===== src/rtl/ctrl_seq_pkg.sv =====
// ctrl_seq_pkg: shared types and constants for the control sequencer.
// Holds the state encoding, the opcode map, the PC-increment ALU code and
// the packed datapath-strobe bundle.
package ctrl_seq_pkg;

    typedef enum logic [3:0] {
        S_IDLE,
        S_T0,
        S_T1,
        S_T2,
        S_T3,
        S_T4,
        S_T5,
        S_T6,
        S_FAULT
    } state_t;

    localparam logic [4:0] OP_ADD  = 5'b00011;
    localparam logic [4:0] OP_SUB  = 5'b00100;
    localparam logic [4:0] OP_SHR  = 5'b00101;
    localparam logic [4:0] OP_SHRA = 5'b00110;
    localparam logic [4:0] OP_SHL  = 5'b00111;
    localparam logic [4:0] OP_ROR  = 5'b01000;
    localparam logic [4:0] OP_ROL  = 5'b01001;
    localparam logic [4:0] OP_AND  = 5'b01010;
    localparam logic [4:0] OP_OR   = 5'b01011;
    localparam logic [4:0] OP_MUL  = 5'b01111;
    localparam logic [4:0] OP_DIV  = 5'b10000;
    localparam logic [4:0] OP_NEG  = 5'b10001;
    localparam logic [4:0] OP_NOT  = 5'b10010;

    localparam logic [4:0] ALU_INC = 5'b11111;

    // Datapath strobes, MSB first in the order the datapath lists them.
    typedef struct packed {
        logic pout;
        logic maren;
        logic pen;
        logic read;
        logic mdren;
        logic mdrout;
        logic iren;
        logic yen;
        logic zloen;
        logic zhien;
        logic zloout;
        logic zhiout;
        logic hien;
        logic loen;
    } strb_t;

    // Ops that are always legal; MUL/DIV legality depends on the build.
    function automatic logic is_base_op(input logic [4:0] op);
        case (op)
            OP_ADD, OP_SUB, OP_SHR, OP_SHRA, OP_SHL, OP_ROR, OP_ROL,
            OP_AND, OP_OR, OP_NEG, OP_NOT: return 1'b1;
            default:                       return 1'b0;
        endcase
    endfunction

endpackage


===== src/rtl/ctrl_seq_if.sv =====
// ctrl_seq_if: instruction-cycle handshake and datapath control bundle.
// master = the sequencer that drives the controls, slave = the datapath side.
interface ctrl_seq_if #(
    parameter int NUM_REGS = 16
);
    logic                run;
    logic                mem_rdy;
    logic [31:0]         ir;
    logic                Pout, MARen, Pen, Read, MDRen, MDROut, IRen, Yen;
    logic                ZLOen, ZHIen, ZLOout, ZHIout, HIen, LOen;
    logic [NUM_REGS-1:0] reg_out;
    logic [NUM_REGS-1:0] reg_en;
    logic [4:0]          alu_control;
    logic                busy, done, illegal;

    modport master (
        input  run, mem_rdy, ir,
        output Pout, MARen, Pen, Read, MDRen, MDROut, IRen, Yen,
        output ZLOen, ZHIen, ZLOout, ZHIout, HIen, LOen,
        output reg_out, reg_en, alu_control, busy, done, illegal
    );

    modport slave (
        output run, mem_rdy, ir,
        input  Pout, MARen, Pen, Read, MDRen, MDROut, IRen, Yen,
        input  ZLOen, ZHIen, ZLOout, ZHIout, HIen, LOen,
        input  reg_out, reg_en, alu_control, busy, done, illegal
    );
endinterface


===== src/rtl/ctrl_seq_reg_field_decoder.sv =====
// reg_field_decoder: IR register field -> one-hot register select.
// Output is all-zero when i_valid is low, so at most one bit is ever set.
module reg_field_decoder #(
    parameter int NUM_REGS  = 16,
    parameter int REG_SEL_W = 4
) (
    input  logic [REG_SEL_W-1:0] i_idx,
    input  logic                 i_valid,
    output logic [NUM_REGS-1:0]  o_onehot
);
    for (genvar g = 0; g < NUM_REGS; g++) begin : g_bit
        assign o_onehot[g] = i_valid && (i_idx == REG_SEL_W'(g));
    end
endmodule


===== src/rtl/ctrl_seq.sv =====
// ctrl_seq: fetch/decode/execute control sequencer for a bus-based datapath.
// All outputs are flops loaded with the decode of the present state, so they
// appear in the cycle after the FSM enters a state and are glitch-free.
// Build option: define CTRL_SEQ_MULDIV_EN to enable MUL/DIV (T6, HI/LO writes);
// otherwise MUL/DIV fault like any undefined op.
module ctrl_seq
    import ctrl_seq_pkg::*;
#(
    parameter int NUM_REGS  = 16,
    parameter int REG_SEL_W = 4
) (
    input  logic       clk,
    input  logic       clr,
    ctrl_seq_if.master bus
);

`ifdef CTRL_SEQ_MULDIV_EN
    localparam logic MULDIV_EN = 1'b1;
`else
    localparam logic MULDIV_EN = 1'b0;
`endif

    state_t                r_state, w_nxt;
    logic                  r_in_t1;
    strb_t                 r_strb, w_strb;
    logic [4:0]            r_alu, w_alu;
    logic                  r_busy, w_busy, r_done, w_done, r_ill, w_ill;
    logic [NUM_REGS-1:0]   r_reg_out, r_reg_en, w_reg_out, w_reg_en;
    logic                  w_out_vld, w_en_vld;
    logic [REG_SEL_W-1:0]  w_out_idx, w_en_idx;

    logic [4:0]            w_op;
    logic [REG_SEL_W-1:0]  w_ra, w_rb, w_rc;
    logic                  w_is_muldiv, w_is_unary, w_legal;

    assign w_op = bus.ir[31:27];
    assign w_ra = bus.ir[26 -: REG_SEL_W];
    assign w_rb = bus.ir[22 -: REG_SEL_W];
    assign w_rc = bus.ir[18 -: REG_SEL_W];

    assign w_is_muldiv = MULDIV_EN && ((w_op == OP_MUL) || (w_op == OP_DIV));
    assign w_is_unary  = (w_op == OP_NEG) || (w_op == OP_NOT);
    // Every field is range-checked, even ones the op ignores.
    assign w_legal = (is_base_op(w_op) || w_is_muldiv) &&
                     (int'(w_ra) < NUM_REGS) && (int'(w_rb) < NUM_REGS) &&
                     (int'(w_rc) < NUM_REGS);

    // Next state plus the output decode of the present state.
    always_comb begin
        w_nxt     = r_state;
        w_strb    = '0;
        w_alu     = 5'b00000;
        w_busy    = 1'b0;
        w_done    = 1'b0;
        w_ill     = 1'b0;
        w_out_vld = 1'b0;
        w_out_idx = w_rb;
        w_en_vld  = 1'b0;
        w_en_idx  = w_ra;
        case (r_state)
            S_IDLE: if (bus.run) w_nxt = S_T0;
            S_T0: begin
                w_busy = 1'b1;
                w_strb.pout = 1'b1; w_strb.maren = 1'b1; w_strb.zloen = 1'b1;
                w_alu = ALU_INC;
                w_nxt = S_T1;
            end
            S_T1: begin
                // PC load only on the first T1 cycle; Read holds while waiting.
                w_busy = 1'b1;
                w_strb.zloout = 1'b1; w_strb.pen = !r_in_t1;
                w_strb.read = 1'b1;   w_strb.mdren = 1'b1;
                if (bus.mem_rdy) w_nxt = S_T2;
            end
            S_T2: begin
                w_busy = 1'b1;
                w_strb.mdrout = 1'b1; w_strb.iren = 1'b1;
                w_nxt = S_T3;
            end
            S_T3: begin
                w_busy = 1'b1;
                if (!w_legal) begin
                    w_nxt = S_FAULT;
                end else begin
                    // MUL/DIV operands are Ra,Rb; everything else Rb,Rc.
                    w_out_vld  = 1'b1;
                    w_out_idx  = w_is_muldiv ? w_ra : w_rb;
                    w_strb.yen = 1'b1;
                    w_nxt      = S_T4;
                end
            end
            S_T4: begin
                w_busy       = 1'b1;
                w_out_vld    = 1'b1;
                w_out_idx    = (w_is_muldiv || w_is_unary) ? w_rb : w_rc;
                w_alu        = w_op;
                w_strb.zloen = 1'b1;
                w_strb.zhien = w_is_muldiv;
                w_nxt        = S_T5;
            end
            S_T5: begin
                w_busy        = 1'b1;
                w_strb.zloout = 1'b1;
                if (w_is_muldiv) begin
                    w_strb.loen = 1'b1;
                    w_nxt       = S_T6;
                end else begin
                    w_en_vld = 1'b1;
                    w_done   = 1'b1;
                    w_nxt    = bus.run ? S_T0 : S_IDLE;
                end
            end
            S_T6: begin
                w_busy        = 1'b1;
                w_strb.zhiout = 1'b1; w_strb.hien = 1'b1;
                w_done        = 1'b1;
                w_nxt         = bus.run ? S_T0 : S_IDLE;
            end
            S_FAULT: w_ill = 1'b1;
            default: w_nxt = S_IDLE;
        endcase
    end

    reg_field_decoder #(.NUM_REGS(NUM_REGS), .REG_SEL_W(REG_SEL_W)) u_dec_out (
        .i_idx    (w_out_idx),
        .i_valid  (w_out_vld),
        .o_onehot (w_reg_out)
    );

    reg_field_decoder #(.NUM_REGS(NUM_REGS), .REG_SEL_W(REG_SEL_W)) u_dec_en (
        .i_idx    (w_en_idx),
        .i_valid  (w_en_vld),
        .o_onehot (w_reg_en)
    );

    // State register and registered outputs; clr wins over everything.
    always_ff @(posedge clk) begin
        if (clr) begin
            r_state   <= S_IDLE;
            r_in_t1   <= 1'b0;
            r_strb    <= '0;
            r_alu     <= 5'b00000;
            r_busy    <= 1'b0;
            r_done    <= 1'b0;
            r_ill     <= 1'b0;
            r_reg_out <= '0;
            r_reg_en  <= '0;
        end else begin
            r_state   <= w_nxt;
            r_in_t1   <= (r_state == S_T1);
            r_strb    <= w_strb;
            r_alu     <= w_alu;
            r_busy    <= w_busy;
            r_done    <= w_done;
            r_ill     <= w_ill;
            r_reg_out <= w_reg_out;
            r_reg_en  <= w_reg_en;
        end
    end

    assign bus.Pout        = r_strb.pout;
    assign bus.MARen       = r_strb.maren;
    assign bus.Pen         = r_strb.pen;
    assign bus.Read        = r_strb.read;
    assign bus.MDRen       = r_strb.mdren;
    assign bus.MDROut      = r_strb.mdrout;
    assign bus.IRen        = r_strb.iren;
    assign bus.Yen         = r_strb.yen;
    assign bus.ZLOen       = r_strb.zloen;
    assign bus.ZHIen       = r_strb.zhien;
    assign bus.ZLOout      = r_strb.zloout;
    assign bus.ZHIout      = r_strb.zhiout;
    assign bus.HIen        = r_strb.hien;
    assign bus.LOen        = r_strb.loen;
    assign bus.reg_out     = r_reg_out;
    assign bus.reg_en      = r_reg_en;
    assign bus.alu_control = r_alu;
    assign bus.busy        = r_busy;
    assign bus.done        = r_done;
    assign bus.illegal     = r_ill;

endmodule

===== src/flat_wrapper.sv =====
// flat-port wrapper written by rule: the top's interface ports become plain ports
module ctrl_seq_flat import ctrl_seq_pkg::*;
#(
    parameter int NUM_REGS  = 16,
    parameter int REG_SEL_W = 4
)
  (clk, clr, bus_run, bus_mem_rdy, bus_ir, bus_Pout, bus_MARen, bus_Pen, bus_Read, bus_MDRen, bus_MDROut, bus_IRen, bus_Yen, bus_ZLOen, bus_ZHIen, bus_ZLOout, bus_ZHIout, bus_HIen, bus_LOen, bus_reg_out, bus_reg_en, bus_alu_control, bus_busy, bus_done, bus_illegal);
  ctrl_seq_if #(.NUM_REGS(NUM_REGS)) bus_i ();
  input  logic clk;
  input  logic clr;
  input wire logic [$bits(bus_i.run)-1:0] bus_run;
  input wire logic [$bits(bus_i.mem_rdy)-1:0] bus_mem_rdy;
  input wire logic [$bits(bus_i.ir)-1:0] bus_ir;
  output wire logic [$bits(bus_i.Pout)-1:0] bus_Pout;
  output wire logic [$bits(bus_i.MARen)-1:0] bus_MARen;
  output wire logic [$bits(bus_i.Pen)-1:0] bus_Pen;
  output wire logic [$bits(bus_i.Read)-1:0] bus_Read;
  output wire logic [$bits(bus_i.MDRen)-1:0] bus_MDRen;
  output wire logic [$bits(bus_i.MDROut)-1:0] bus_MDROut;
  output wire logic [$bits(bus_i.IRen)-1:0] bus_IRen;
  output wire logic [$bits(bus_i.Yen)-1:0] bus_Yen;
  output wire logic [$bits(bus_i.ZLOen)-1:0] bus_ZLOen;
  output wire logic [$bits(bus_i.ZHIen)-1:0] bus_ZHIen;
  output wire logic [$bits(bus_i.ZLOout)-1:0] bus_ZLOout;
  output wire logic [$bits(bus_i.ZHIout)-1:0] bus_ZHIout;
  output wire logic [$bits(bus_i.HIen)-1:0] bus_HIen;
  output wire logic [$bits(bus_i.LOen)-1:0] bus_LOen;
  output wire logic [$bits(bus_i.reg_out)-1:0] bus_reg_out;
  output wire logic [$bits(bus_i.reg_en)-1:0] bus_reg_en;
  output wire logic [$bits(bus_i.alu_control)-1:0] bus_alu_control;
  output wire logic [$bits(bus_i.busy)-1:0] bus_busy;
  output wire logic [$bits(bus_i.done)-1:0] bus_done;
  output wire logic [$bits(bus_i.illegal)-1:0] bus_illegal;
  assign bus_i.run = bus_run;
  assign bus_i.mem_rdy = bus_mem_rdy;
  assign bus_i.ir = bus_ir;
  assign bus_Pout = bus_i.Pout;
  assign bus_MARen = bus_i.MARen;
  assign bus_Pen = bus_i.Pen;
  assign bus_Read = bus_i.Read;
  assign bus_MDRen = bus_i.MDRen;
  assign bus_MDROut = bus_i.MDROut;
  assign bus_IRen = bus_i.IRen;
  assign bus_Yen = bus_i.Yen;
  assign bus_ZLOen = bus_i.ZLOen;
  assign bus_ZHIen = bus_i.ZHIen;
  assign bus_ZLOout = bus_i.ZLOout;
  assign bus_ZHIout = bus_i.ZHIout;
  assign bus_HIen = bus_i.HIen;
  assign bus_LOen = bus_i.LOen;
  assign bus_reg_out = bus_i.reg_out;
  assign bus_reg_en = bus_i.reg_en;
  assign bus_alu_control = bus_i.alu_control;
  assign bus_busy = bus_i.busy;
  assign bus_done = bus_i.done;
  assign bus_illegal = bus_i.illegal;
  ctrl_seq #(.NUM_REGS(NUM_REGS), .REG_SEL_W(REG_SEL_W)) u_core (.clk(clk), .clr(clr), .bus(bus_i));
endmodule

===== config.mk =====
export PLATFORM = sky130hd
export DESIGN_NAME = ctrl_seq_flat
export DESIGN_NICKNAME = d
export VERILOG_FILES = /design/src/rtl/ctrl_seq_pkg.sv /design/src/rtl/ctrl_seq_if.sv /design/src/rtl/ctrl_seq_reg_field_decoder.sv /design/src/rtl/ctrl_seq.sv /design/src/flat_wrapper.sv
export SDC_FILE = /design/constraint.sdc
export NUM_CORES = 1
export LEC_CHECK = 0
export BUFFER_PORTS_ARGS = -buffer_cell sky130_fd_sc_hd__buf_4
export CAP_MARGIN = 20
export CORE_ASPECT_RATIO = 1.5
export CORE_MARGIN = 3
export CORE_UTILIZATION = 48
export CTS_CLUSTER_DIAMETER = 120
export CTS_CLUSTER_SIZE = 24
export DETAILED_ROUTE_END_ITERATION = 10
export HOLD_SLACK_MARGIN = 0.1
export PLACE_DENSITY = 0.84
export SYNTH_ARGS = -nofsm -noshare
export SYNTH_HDL_FRONTEND = slang
export SYNTH_SLANG_ARGS = --single-unit

===== constraint.sdc =====
create_clock -name clk -period 3.26 [get_ports clk]
set_clock_uncertainty 0.15 [all_clocks]
set_input_delay 0.489 -clock clk [delete_from_list [all_inputs] [get_ports clk]]
set_output_delay 0.489 -clock clk [all_outputs]
set_load 0.01 [all_outputs]

==> results of run 1 <==
area by class of cell:
| type | instances | area share [%] |
|---|---|---|
| repair buffers | 72 | 21.0 |
| inverters | 6 | 0.873 |
| clock inverters | 2 | 1.36 |
| clock buffers | 6 | 2.81 |
| flip-flops and latches | 52 | 40.3 |
| well taps | 43 | 2.09 |
| multi-input cells | 125 | 31.6 |
placed cells by master, fill, tap and decap left out, types with 2 or more instances in the layout:
master    Yosys  final
a21oi_1      23     23
and2_1        2      2
buf_4         7     72
clkbuf_8      0      5
conb_1        1      2
dfxtp_1      52     52
ha_1          3      3
inv_1         6      6
mux2_2        2      2
mux2i_1       4      4
nand2_1       3      3
nand2b_1      8      8
nand3_1       2      2
nand3b_1      3      3
nand4_1       2      2
nor2_1       25     25
nor2b_1       3      3
nor3_1        9      9
nor3b_2       4      4
o21ai_0       5      5
o311ai_1      3      3
or3b_1        3      3
or4b_1        2      2
worst register-to-register path: cells and delay by family, from the launching register on:
kind | cells | cell delay (ns)
simple gates | 2 | 0.91
flops | 1 | 0.72
compound gates | 1 | 0.19
mux | 1 | 0.17
cell families after synthesis:
kind of cell             share of synthesized area, %
AO/OA/AOI/OAI                                    12.5
adder cells (fa/ha/maj)                          1.93
multiplexers                                     3.21
other                                           0.192
buffers and inverters                            4.95
AND/OR/NAND/NOR                                  23.8
flip-flops                                       53.4
power by group:
group,total (µW),leakage (µW),internal (µW),switching (µW)
Clock,418,0.0000552,228,190
Combinational,134,0.000659,66.8,67.2
Sequential,679,0.000421,655,24.5
per-layer routing:
metal  global-route usage [%]  vias to the layer above
met2                     32.7                       45
met1                     20.3                      750
met4                     5.70                        0
met5                        0                        -
li1                         -                      800
met3                     4.18                        8
worst max path at each step:
stage,endpoint,cells after the start,start
after floorplan,u_core.r_state[3],5,bus_ir[27]
after global placement,u_core.bus.reg_out[14],6,bus_ir[27]
after detailed placement,u_core.bus.reg_out[4],6,bus_ir[27]
after CTS,u_core.bus.reg_out[4],4,u_core.r_state[2]
after global routing,u_core.bus.reg_out[4],4,u_core.r_state[2]
final,u_core.bus.reg_out[4],4,u_core.r_state[2]
registers in the layout, indices dropped and copies added, names as in the netlist, 4 cells and up:
register and flops:
u_core.bus.alu_control 5, u_core.bus.reg_en 16, u_core.bus.reg_out 16, u_core.r_state 4
metrics by stage:
| step | setup slack (ns) | power, µW | instance area (µm²) | hold WS, ns | utilization (%) |
|---|---|---|---|---|---|
| after detailed placement | 0.968 | 829 | 2470 | 0.297 | 65.3 |
| after floorplan | 1.35 | 766 | 1950 | 0.335 | - |
| after global placement | 0.999 | 825 | 2470 | 0.289 | 65.3 |
| after CTS | 1.04 | 1250 | 2580 | 0.224 | 68.2 |
| final | 1.06 | 1230 | 2580 | 0.236 | 68.2 |
| after global routing | 0.887 | 1290 | 2580 | 0.218 | 68.2 |
==> Implementation_results.wiki, run 1 <==
{| class="wikitable"
! Metric !! Value
|-
| Result of the run || complete, no violations
|-
| # port buffers || 72
|-
| Worst-path fanout max || 20
|-
| Iter 0 DRT Violations || 23
|-
| Period utilisation layout || 67.3%
|-
| Cell Rows || 27
|-
| Critical path class || register to register
|-
| Endpoint of the worst hold-timing path || u_core.r_state[3]
|-
| Setup repair after global routing missed its margin || false
|-
| Slew Limit Fails || 0
|-
| Overall fraction of global-route tracks in use || 18.1%
|-
| Number of global-route vias before repair || 1593
|-
| Uppermost layer routed || met4
|-
| Clk pin slew, worst setup/hold paths || 0.09 ns
|-
| Headroom to the max-slew limit || between 50% and 60%
|-
| Crit end category || register
|-
| Post-CTS Repair Setup Buffers || 0
|-
| Kind of launch point of the worst setup path || register
|-
| Peak supply drop || 0.516 mV
|-
| Clock Sinks || 52
|-
| Number of standard cells in the layout, taps in and fillers out || 306
|-
| Static leakage || between 0.001 and 0.0015 µW
|-
| Clock latency on the worst-skew pair || 0.29 ns
|-
| Synthesis Warnings || 0
|-
| Number of standard cells after synthesis || 194
|-
| Routability-driven placement congestion ratio || between 0.7 and 0.8
|-
| CTS tree || done
|-
| Seq. cell area || ~0.0010 mm²
|-
| Area enclosed by the die boundary || around 0.005 mm²
|-
| Data arrival time at the worst-slack endpoint || 2.26 ns
|-
| Max Fclk || 0.456 GHz
|-
| Worst min-delay path startpoint || clr
|-
| Post-synth EDFFs || 0
|-
| Cell count of the worst reg-to-reg path || 4
|-
| Avg Vias per Cell || 5.24
|-
| Req. time, crit path || between 3 and 4 ns
|-
| PD cells || 477 mW/mm²
|-
| H-tree levels || 2
|-
| Top-area cell type share of the netlist area || 53.4%
|-
| Share of flip-flops with an asynchronous set or reset || 0%
|-
| Maximum Capacitance Violations || 0
|-
| List of cells traversed by the critical path || or4b_1 -> nor3b_2 -> mux2i_1 -> a21oi_1
|-
| Combined area of the multi-input logic cells || 815 µm²
|-
| Residual antenna-violating net count after detailed routing || 0
|-
| Tmin final || approximately 2.2 ns
|-
| RR Endpoint || u_core.bus.reg_out[4]
|-
| Number of antenna violations at the first check in global routing || 0
|-
| Sum of buffers and inverters on the critical path || 0
|-
| Largest net degree at the start of global routing || 21
|-
| Slack of the worst reg-to-reg path || 1.06 ns
|-
| Area growth from synthesis to final layout || 32.4%
|-
| Area of the mapped netlist || 0.00195 mm²
|-
| Quantity of hold-fixing buffers added after cts || 0
|-
| Most used standard cell by instance count after synthesis || dfxtp_1
|-
| Reg-to-reg startpoint || u_core.r_state[2]
|-
| Post-Syn Area per Cell || 10.0 µm²
|-
| Root buf cell || clkbuf_8
|-
| Wire length on met3 || 224 µm
|-
| Ant diodes || 0
|-
| Setup TNS after final layout || 0 ns
|-
| Number of library cell types mapped by synthesis || 42
|-
| Largest buffer count on any clock path || 2
|-
| Sequential fraction of the synthesis area || between 50% and 60%
|-
| Nets || 301
|-
| WL final || 4130 µm
|-
| Core Box Area || 0.00378 mm²
|-
| Inserted Clock Buffers || 5
|-
| Slowest cell on the critical path || dfxtp_1
|-
| #FFs+latches synth || 52
|-
| Filler Cells Inserted || around 330
|-
| Yosys top cell by area || dfxtp_1
|-
| Vias || 1603
|-
| Post-synth top flop || dfxtp_1
|-
| Fraction of layout instances using a drive strength above 1 || between 30% and 40%
|-
| Y dimension of the die || between 80 and 90 µm
|-
| Setup Viol. Count Final || 0
|-
| Pin slew with the least headroom to its limit || 0.688 ns
|-
| Resize count post-CTS || 0
|-
| Top-level port count || 90
|-
| Initial standard-cell utilization of the core || slightly above 50%
|-
| First-pass iteration count of the detailed router || 4
|-
| First-pass GRT wire length || roughly 7000 µm
|-
| HPWL after detailed placement || 3190 µm
|-
| Drc violations || 0
|-
| Tightest Hold Check Type || primary input to register
|-
| Biggest area contributors in the synthesized netlist || dfxtp_1 53%, a21oi_1 5.9%, nor2_1 4.8%
|-
| Final Hold Violating Endpoints || 0
|-
| Critical path's largest stage delay || 0.72 ns
|-
| Die Span X || 58.0 µm
|-
| Cell type group with the largest total delay on the critical path || simple AND/OR/NAND/NOR gates
|-
| Routed wire length on met2 || 2240 µm
|-
| Most frequent cells after synthesis || 52 x dfxtp_1, 25 x nor2_1, 23 x a21oi_1, 9 x nor3_1, 8 x nand2b_1
|-
| Post-detailed-route wirelength per cell || about 14 µm
|-
| Metal1 wirelength || 1600 µm
|-
| Number of placed instances, taps included || between 200 and 300
|-
| Depth of the worst hold-timing path || 2
|-
| GR Overflow Total || 0
|}
Note: power is estimated with default switching activity, not from simulation.
==> inputs of run 2 (changes only) <==
Settings changed: CORE_UTILIZATION 48 to 46, PLACE_DENSITY 0.84 to 0.81.
Clock period 3.26 ns to 2.13 ns, I/O delays scaled along.
==> Implementation_results.wiki, run 2 (synthesis gave the netlist of run 1 again) <==
{| class="wikitable"
! Metric !! Value
|-
| Ant diodes || 0
|-
| Residual antenna-violating net count after detailed routing || 0
|-
| Y dimension of the die || about 86 µm
|-
| Area enclosed by the die boundary || between 0.005 and 0.006 mm²
|-
| Req. time, crit path || 2.21 ns
|-
| Area after DPL || 0.00250 mm²
|-
| First-pass iteration count of the detailed router || 4
|-
| Tmin final || 2.02 ns
|-
| Design internal power || around 1600 µW
|-
| Critical path's largest stage delay || 0.53 ns
|-
| Nets || 307
|-
| Most frequent cells in the layout || 75 x buf_4, 52 x dfxtp_1, 25 x nor2_1
|-
| Drc violations || 0
|-
| Avg Vias per Cell || 5.14
|-
| Headroom to the max-slew limit || 56.5%
|-
| Critical path class || primary input to register
|-
| Cell type group with the largest total delay on the critical path || simple AND/OR/NAND/NOR gates
|-
| Crit end category || register
|-
| H-tree levels || 2
|-
| Inserted Clock Buffers || 5
|-
| Setup TNS after final layout || 0 ns
|-
| Post-detailed-route wirelength per cell || 13.3 µm
|-
| Die Span X || 59.1 µm
|-
| Slowest cell on the critical path || dlygate4sd3_1
|-
| Period utilisation layout || between 90% and 100%
|-
| Total stage count of the critical path || 6
|-
| Final Hold Violating Endpoints || 0
|-
| Area growth from synthesis to final layout || 36.7%
|-
| Slack of the worst reg-to-reg path || around 0.34 ns
|-
| Top-level port count || 90
|-
| Depth of the worst hold-timing path || 3
|-
| List of cells traversed by the critical path || dlygate4sd3_1 -> buf_4 -> or2_1 -> nor3_4 -> or3b_4 -> nor3_2
|-
| Cell count of the worst reg-to-reg path || 5
|-
| Launching instance or port of the critical path || clr
|-
| Number of global-route vias before repair || ~1500
|-
| PD cells || roughly 760 mW/mm²
|-
| Clock Sinks || between 50 and 60
|-
| First-pass GRT wire length || around 6600 µm
|-
| WL final || 4160 µm
|-
| Number of antenna violations at the first check in global routing || 0
|-
| Clock latency on the worst-skew pair || 0.29 ns
|-
| Kind of launch point of the worst setup path || primary input
|-
| Maximum Capacitance Violations || 0
|-
| End-of-flow core utilization || about two thirds
|-
| Iter 0 DRT Violations || 37
|-
| Clk pin slew, worst setup/hold paths || 0.08 ns
|-
| Setup Viol. Count Final || 0
|-
| Worst-path fanout max || 6
|-
| Tightest Hold Check Type || primary input to register
|-
| Finished Cell Area || around 0.0027 mm²
|-
| Most common cell after layout, fill and taps aside || buf_4
|-
| Static leakage || about 0.0012 µW
|-
| Total net switching power || ~430 µW
|-
| # port buffers || 72
|-
| Max Fclk || just under 0.5 GHz
|-
| Total power draw || 2010 µW
|-
| Sequential fraction of design power || between 50% and 60%
|-
| Pin slew with the least headroom to its limit || about 0.65 ns
|-
| Capture point of the critical path || u_core.bus.reg_en[0]
|-
| Core Box Area || between 0.004 and 0.005 mm²
|-
| Sum of buffers and inverters on the critical path || 2
|-
| Setup repair after global routing missed its margin || false
|-
| CTS tree || done
|-
| Largest buffer count on any clock path || 2
|-
| Clock Power Share || 37.3%
|-
| Fraction of layout instances using a drive strength above 1 || 36.6%
|-
| HPWL after detailed placement || 3110 µm
|-
| Switching part of the total || 21.6%
|-
| Data arrival time at the worst-slack endpoint || 2.10 ns
|-
| Post-CTS Repair Setup Buffers || 0
|-
| Overall fraction of global-route tracks in use || between 15 and 20%
|-
| Routability-driven placement congestion ratio || between 0.8 and 0.9
|-
| Part of the power in combinational logic || a little under an eighth
|-
| Root buf cell || clkbuf_8
|-
| Cell Rows || 28
|-
| Peak supply drop || between 0.5 and 0.6 mV
|-
| Vias || about 1600
|-
| Initial standard-cell utilization of the core || 48.4%
|-
| Slew Limit Fails || 0
|-
| GR Overflow Total || 0
|-
| Reg-to-reg startpoint || u_core.r_state[2]
|-
| RR Endpoint || u_core.bus.reg_out[12]
|-
| Result of the run || complete, no violations
|-
| Largest net degree at the start of global routing || 16
|}
## run 2: cell count changes in the layout (fill, tap and decap cells not counted), sizes merged
cell / before / now
buf: 72 / 75
bufinv: 1 / 2
clkbuf: 6 / 5
clkinv: 1 / 0
dlygate4sd3: 0 / 3
## run 2: timing repair
action                     in CTS  in global routing
hold buffers                    3                  0
hold endpoints to repair        6                  0
resized for setup               0                  2
setup endpoints to repair       0                 12
## run 2: stage by stage
step	worst slack (ns)	std cells	hold WS, ns
3_5_place_dp	0.0353	303	0.296
5_1_grt	0.0233	313	0.158
3_3_place_gp	0.0840	303	0.293
4_1_cts	0.0121	313	0.143
6_report	0.114	313	0.147
2_1_floorplan	0.391	195	0.238
## run 2: area by class of cell
class,count,area (µm²)
clock buffer,5,68.8
clock inverter,2,60.1
fill,338,1370
inverter,6,22.5
multi-input combinational,125,821
sequential,52,1040
tap,45,56.3
timing repair buffer,78,593
## run 2: worst register-to-register path, stage by stage (launching register included)
cell and delay (ns):
dfxtp_1 0.47, buf_4 0.23, nor2b_1 0.26, nand4_1 0.14, mux2_2 0.33, a21oi_1 0.14
## run 2: power by group through the flow
| stage | sequential [µW] | combinational, µW | clock [µW] |
|---|---|---|---|
| final | 1020 | 241 | 751 |
| after detailed placement | 1040 | 237 | 0 |
| after global routing | 1020 | 269 | 809 |
| after global placement | 1040 | 233 | 0 |
| after floorplan | 1050 | 121 | 0 |
| after CTS | 1020 | 243 | 773 |
## run 2: how the worst min path moves through the flow
| stage | slack (ns) | end | from |
|---|---|---|---|
| 3_3_place_gp | 0.29 | u_core.bus.Pen | u_core.bus.MDRen |
| 5_1_grt | 0.16 | u_core.bus.alu_control[3] | bus_ir[30] |
| 2_1_floorplan | 0.24 | u_core.r_state[3] | clr |
| 4_1_cts | 0.14 | u_core.bus.alu_control[2] | bus_ir[29] |
| 3_5_place_dp | 0.30 | u_core.bus.Pen | u_core.bus.MDRen |
| 6_report | 0.15 | u_core.bus.alu_control[2] | bus_ir[29] |
## run 2: metal layers
layer / track usage (%) / up-vias / share of wire (%)
li1: - / 816 / -
met1: 18.1 / 742 / 38
met3: 4.37 / 6 / 5.3
met4: 7.01 / 0 / 1.8
met2: 31.0 / 45 / 55
met5: 0 / - / 0
